**src/rtl/alu_exec_unit.sv**
```systemverilog
// Execute unit for the 4-bit alu_control code: valid/ready in, registered result held until accepted.
// Optional iterative one-bit-per-cycle SLL/SRL is built only when ALU_SHIFT_EN is defined.
`timescale 1ns/1ps
module alu_exec_unit #(
  parameter int XLEN = 32
) (
  input  logic            clk,
  input  logic            rst_n,
  input  logic            in_valid,
  output logic            in_ready,
  input  logic [3:0]      alu_control,
  input  logic [XLEN-1:0] src_a,
  input  logic [XLEN-1:0] src_b,
  output logic            out_valid,
  input  logic            out_ready,
  output logic [XLEN-1:0] result,
  output logic            zero,
  output logic            illegal
);

`ifdef ALU_SHIFT_EN
  localparam int SHAMT_W = $clog2(XLEN);
  typedef enum logic [1:0] {IDLE, DONE, SHIFT} state_t;
`else
  typedef enum logic {IDLE, DONE} state_t;
`endif

  state_t            state_q, state_d;
  logic              out_valid_q, out_valid_d;
  logic [XLEN-1:0]   result_q, result_d;
  logic              zero_q, zero_d;
  logic              illegal_q, illegal_d;
  logic              accept;
  logic [XLEN-1:0]   op_res;
  logic              op_ill;
  logic signed [XLEN-1:0] a_s, b_s;

`ifdef ALU_SHIFT_EN
  logic [SHAMT_W-1:0] shamt;
  logic [SHAMT_W-1:0] cnt_q, cnt_d;
  logic [XLEN-1:0]    work_q, work_d;
  logic               srl_q, srl_d;
  logic               op_shift;

  assign shamt = src_b[SHAMT_W-1:0];
`endif

  assign a_s = src_a;
  assign b_s = src_b;

  assign in_ready  = (state_q == IDLE) || ((state_q == DONE) && out_ready);
  assign accept    = in_valid && in_ready;
  assign out_valid = out_valid_q;
  assign result    = result_q;
  assign zero      = zero_q;
  assign illegal   = illegal_q;

  // Operation decode and single-cycle datapath; illegal codes leave op_res at zero
  always_comb begin
    op_res = '0;
    op_ill = 1'b0;
`ifdef ALU_SHIFT_EN
    op_shift = 1'b0;
`endif
    case (alu_control)
      4'b0010: op_res = src_a + src_b;
      4'b0110: op_res = src_a - src_b;
      4'b0000: op_res = src_a & src_b;
      4'b0001: op_res = src_a | src_b;
      4'b0111: op_res = {{(XLEN-1){1'b0}}, (a_s < b_s)};
`ifdef ALU_SHIFT_EN
      4'b0011, 4'b0100: begin
        op_res   = src_a;
        op_shift = (shamt != '0);
      end
`endif
      default: op_ill = 1'b1;
    endcase
  end

  always_comb begin
    state_d     = state_q;
    out_valid_d = out_valid_q;
    result_d    = result_q;
    zero_d      = zero_q;
    illegal_d   = illegal_q;
`ifdef ALU_SHIFT_EN
    work_d      = work_q;
    cnt_d       = cnt_q;
    srl_d       = srl_q;
`endif
    case (state_q)
      DONE: begin
        if (out_ready) begin
          state_d     = IDLE;
          out_valid_d = 1'b0;
        end
      end
`ifdef ALU_SHIFT_EN
      SHIFT: begin
        work_d = srl_q ? (work_q >> 1) : (work_q << 1);
        cnt_d  = cnt_q - SHAMT_W'(1);
        if (cnt_q == SHAMT_W'(1)) begin
          state_d     = DONE;
          out_valid_d = 1'b1;
          result_d    = work_d;
          zero_d      = (work_d == '0);
          illegal_d   = 1'b0;
        end
      end
`endif
      default: ;
    endcase
    // A new accept overrides the DONE->IDLE drop, giving back-to-back issue
    if (accept) begin
`ifdef ALU_SHIFT_EN
      if (op_shift) begin
        state_d     = SHIFT;
        out_valid_d = 1'b0;
        work_d      = src_a;
        cnt_d       = shamt;
        srl_d       = alu_control[2];
      end else
`endif
      begin
        state_d     = DONE;
        out_valid_d = 1'b1;
        result_d    = op_res;
        zero_d      = (op_res == '0);
        illegal_d   = op_ill;
      end
    end
  end

  always_ff @(posedge clk or negedge rst_n) begin
    if (!rst_n) begin
      state_q     <= IDLE;
      out_valid_q <= 1'b0;
      result_q    <= '0;
      zero_q      <= 1'b1;
      illegal_q   <= 1'b0;
`ifdef ALU_SHIFT_EN
      work_q      <= '0;
      cnt_q       <= '0;
      srl_q       <= 1'b0;
`endif
    end else begin
      state_q     <= state_d;
      out_valid_q <= out_valid_d;
      result_q    <= result_d;
      zero_q      <= zero_d;
      illegal_q   <= illegal_d;
`ifdef ALU_SHIFT_EN
      work_q      <= work_d;
      cnt_q       <= cnt_d;
      srl_q       <= srl_d;
`endif
    end
  end

endmodule

```
**config.mk**
```make
export PLATFORM = sky130hd
export DESIGN_NAME = alu_exec_unit
export DESIGN_NICKNAME = d
export VERILOG_FILES = /design/src/rtl/alu_exec_unit.sv
export SDC_FILE = /design/constraint.sdc
export NUM_CORES = 1
export LEC_CHECK = 0
export ABC_AREA = 1
export BUFFER_PORTS_ARGS = -buffer_cell sky130_fd_sc_hd__buf_2
export CAP_MARGIN = 10
export CORE_MARGIN = 10
export CORE_UTILIZATION = 61
export CTS_BUF_LIST = sky130_fd_sc_hd__clkbuf_16
export CTS_CLUSTER_SIZE = 25
export DETAILED_ROUTE_END_ITERATION = 8
export GPL_ROUTABILITY_DRIVEN = 1
export GPL_TIMING_DRIVEN = 1
export PLACE_DENSITY = 0.83
export SETUP_SLACK_MARGIN = 0.1
export SYNTH_ARGS = -nofsm -noshare
export SYNTH_HDL_FRONTEND = slang
export SYNTH_SLANG_ARGS = --single-unit
export TNS_END_PERCENT = 20
```
**constraint.sdc**
```tcl
create_clock -name clk -period 2.8 [get_ports clk]
set_clock_uncertainty 0.2 [all_clocks]
set_input_delay 0.28 -clock clk [delete_from_list [all_inputs] [get_ports clk]]
set_output_delay 0.28 -clock clk [all_outputs]
set_load 0.03 [all_outputs]
```
==> flow_metrics.env <==
export IMPL_status="finished with violations"
export IMPL_violations="DRC"
export IMPL_rsz0062_at_grt="false"
export IMPL_via_count=10300
export IMPL_slew_headroom_pct=47.9
export IMPL_cts_max_level=2
export IMPL_fin_cells=1880
export IMPL_final_antenna_net_count=0
export IMPL_clock_latency_ps=270
export IMPL_worstRegToRegCells=13
export IMPL_critPathMaxFanout=7
export IMPL_synth_area_leaders="nand2_1, ha_1, inv_1"
export IMPL_worstSetupPathType="in2reg"
export IMPL_synth_cell_types=45
export IMPL_p_clk_share_pct=16.3
export IMPL_finalSetupTns_ps=0
export IMPL_finalCriticalPeriod_ps=2600
export IMPL_ir_drop_mv=0.224
export IMPL_r2r_slack_ps=1000
export IMPL_ys_async_sr_fraction_pct=100
export IMPL_yosys_cell_count_top_type="nand2_1"
export IMPL_synth_top_cell_area_share_pct=21.7
export IMPL_pin_count=108
export IMPL_synth_edf_count=0
export IMPL_reg2reg_from="state_q$_DFF_PN0_"
export IMPL_end_kind="flip-flop"
export IMPL_drive_above_1_share_pct=25.9
export IMPL_ys_ff_latch=36
export IMPL_hold_path_class="in2reg"
export IMPL_clkSlewWorstSetupHoldPaths_ps=50
export IMPL_grt_pass1_wl_um=47100
export IMPL_finalHoldViolations=0
export IMPL_holdCritStartpoint="out_ready"
export IMPL_grt_max_degree=52
export IMPL_maxCapViolations=0
export IMPL_fp_dieW_um=136
export IMPL_seq_area_frac_synth_pct=11.0
export IMPL_synth_area_leader_cell="nand2_1"
export IMPL_setup_viol=0
export IMPL_die_area_um2=18500
export IMPL_grt_usage_pct=31.4
export IMPL_seq_power_share_pct=19.5
export IMPL_antenna_found_initial=0
export IMPL_core_area_um2=13200
export IMPL_min_period_over_period_pct=92.9
export IMPL_stdcell_area_um2=10400
export IMPL_dp_cells=1870
export IMPL_hpwlAfterDp_um=25400
export IMPL_max_clock_freq_mhz=384
export IMPL_holdPathStages=4
export IMPL_leakage_nw=6.25
export IMPL_start_util_pct=62.1
export IMPL_hold_end="state_q$_DFF_PN0_"
export IMPL_nNetsFinal=1881
export IMPL_dpl_cell_area_um2=10100
export IMPL_arrival_ps=2530
export IMPL_overflow=0
export IMPL_multi_input_area_um2=6030
export IMPL_layout_area_seq_um2=902
export IMPL_synthFlopType="dfrtp_1"
export IMPL_power_w=0.00313
export IMPL_rr_endpoint="zero$_DFFE_PN1P_"
export IMPL_cts_sinks=36
export IMPL_cts_buffer_depth=2
export IMPL_port_buffers=107
export IMPL_powerDensity_nw_per_um2=300
export IMPL_area_delta_synth_final_pct=27.3
export IMPL_via_per_inst=5.46
export IMPL_wl_per_cell_um=16.0
export IMPL_place_congestion=1.10
export IMPL_grt_pass1_vias=9703
export IMPL_synth_nets=1630
export IMPL_pwr_share_comb_pct=64.2
export IMPL_syn_area_per_cell_um2=5.64
export IMPL_cts_root_buf="clkbuf_16"
export IMPL_drv_slew=0
export IMPL_drt_iter0_drc=1024
export IMPL_cts_buffers=5
export IMPL_num_rows=42
export IMPL_dieHeight_um=136
export IMPL_fillers=1034
export IMPL_p_sw_share_pct=46.8
export IMPL_routed_wirelength_um=30100
export IMPL_drc=1
export IMPL_switchingPower_w=0.00146
export IMPL_required_ps=2730
export IMPL_tightestPinTransition_ps=781
export IMPL_internal_power_w=0.00166
export IMPL_yosys_top_cells_count="nand2_1, inv_1, nand3_1"
export IMPL_syn_inst=1453
export IMPL_synth_area_um2=8190
export IMPL_n_antenna_cell=0
export IMPL_cts_tree="done"
export IMPL_synth_warnings=0
export IMPL_fin_util_pct=79.1
export IMPL_cp_start_kind="input port"
export IMPL_drt_pre_antenna_iters=9
layout make-up:
type	instances	share of cell area [%]
multi-input cells	1072	57.9
repair buffers	288	19.3
inverters	301	10.8
flip-flops and latches	36	8.65
well taps	176	2.11
clock buffers	5	1.20
clock inverters	2	0.0840
power by group through the flow:
| stage | combinational [W] | clock (W) | sequential (W) |
|---|---|---|---|
| after floorplan | 0.00104 | 0 | 0.000726 |
| after global placement | 0.00186 | 0 | 0.000613 |
| after detailed placement | 0.00190 | 0 | 0.000616 |
| after CTS | 0.00192 | 0.000510 | 0.000609 |
| after global routing | 0.00219 | 0.000532 | 0.000615 |
| final | 0.00201 | 0.000509 | 0.000610 |
metal layers:
| layer | vias up | GRT usage (%) | wire [µm] |
|---|---|---|---|
| li1 | 4937 | - | - |
| met1 | 4662 | 40.2 | 12500 |
| met2 | 576 | 52.5 | 13500 |
| met3 | 83 | 4.87 | 3210 |
| met4 | 0 | 10.6 | 901 |
| met5 | - | 0 | 0 |
metrics by stage:
step / hold WS (ps) / setup slack [ps]
3_3_place_gp: 185 / -201
3_5_place_dp: 188 / -149
5_1_grt: 120 / 67.8
2_1_floorplan: -216 / 473
4_1_cts: 119 / 118
6_report: 131 / 199
worst max path at each step:
stage                        endpoint  depth (start not counted)  startpoint  slack [ps]
6_report       result[27]$_DFFE_PN0P_                         15   src_a[18]         200
5_1_grt              zero$_DFFE_PN1P_                         23    src_b[4]          70
4_1_cts        result[27]$_DFFE_PN0P_                         16   src_a[26]         120
3_5_place_dp   result[27]$_DFFE_PN0P_                         16   src_a[26]        -150
3_3_place_gp         zero$_DFFE_PN1P_                         18   src_a[26]        -200
2_1_floorplan        zero$_DFFE_PN1P_                         16    src_a[0]         470
cell usage in the layout, fill, tap and decap left out, types with 5 or more instances in the layout:
master | Yosys | layout
o21bai_1 | 7 | 7
buf_4 | 5 | 171
o21ai_0 | 40 | 38
nand3_1 | 130 | 124
o21ai_1 | 5 | 7
o22ai_1 | 20 | 20
a21oi_1 | 49 | 45
nor3_2 | 4 | 5
nor2_1 | 123 | 107
inv_1 | 280 | 280
nand2_2 | 18 | 27
nand4_1 | 15 | 15
nand2_1 | 473 | 464
a21oi_2 | 6 | 9
nand2_4 | 5 | 5
buf_2 | 14 | 107
dfrtp_1 | 35 | 35
nor2_2 | 16 | 30
ha_1 | 103 | 91
nand3_2 | 5 | 11
ha_2 | 0 | 10
inv_2 | 20 | 21
nand3b_1 | 8 | 8
nor3_1 | 8 | 6
buf_12 | 0 | 9
nor2_4 | 14 | 16
clkbuf_16 | 0 | 5
registers in the layout (all words and copies together) (netlist names):
signal / count
out_valid: 1
illegal: 1
result: 32
zero: 1
state_q: 1
timing repair:
action / CTS / global route
hold buffers: 1 / 0
endpoints found under the setup margin: 0 / 5
endpoints found under the hold margin: 35 / 0
setup buffers: 0 / 2
gates resized for setup: 0 / 58
cells by family after synthesis:
family | after synthesis | synth area share [%]
compound gates | 136 | 9.49
simple gates | 831 | 45.5
flops | 36 | 11.0
fa+ha+maj | 105 | 16.2
buf+inv | 345 | 17.7
critical path, cell delays in order:
cell,delay (ps)
buf_2,110
inv_1,50
ha_1,420
nor2_4,160
inv_1,60
nor2_1,220
and3_1,240
nand3_1,180
nand3_1,120
nand2_1,50
nand3_1,110
nand2_1,80
nor2_2,220
buf_4,150
o21ai_0,70
No activity file was read; power rests on OpenSTA's default activity.
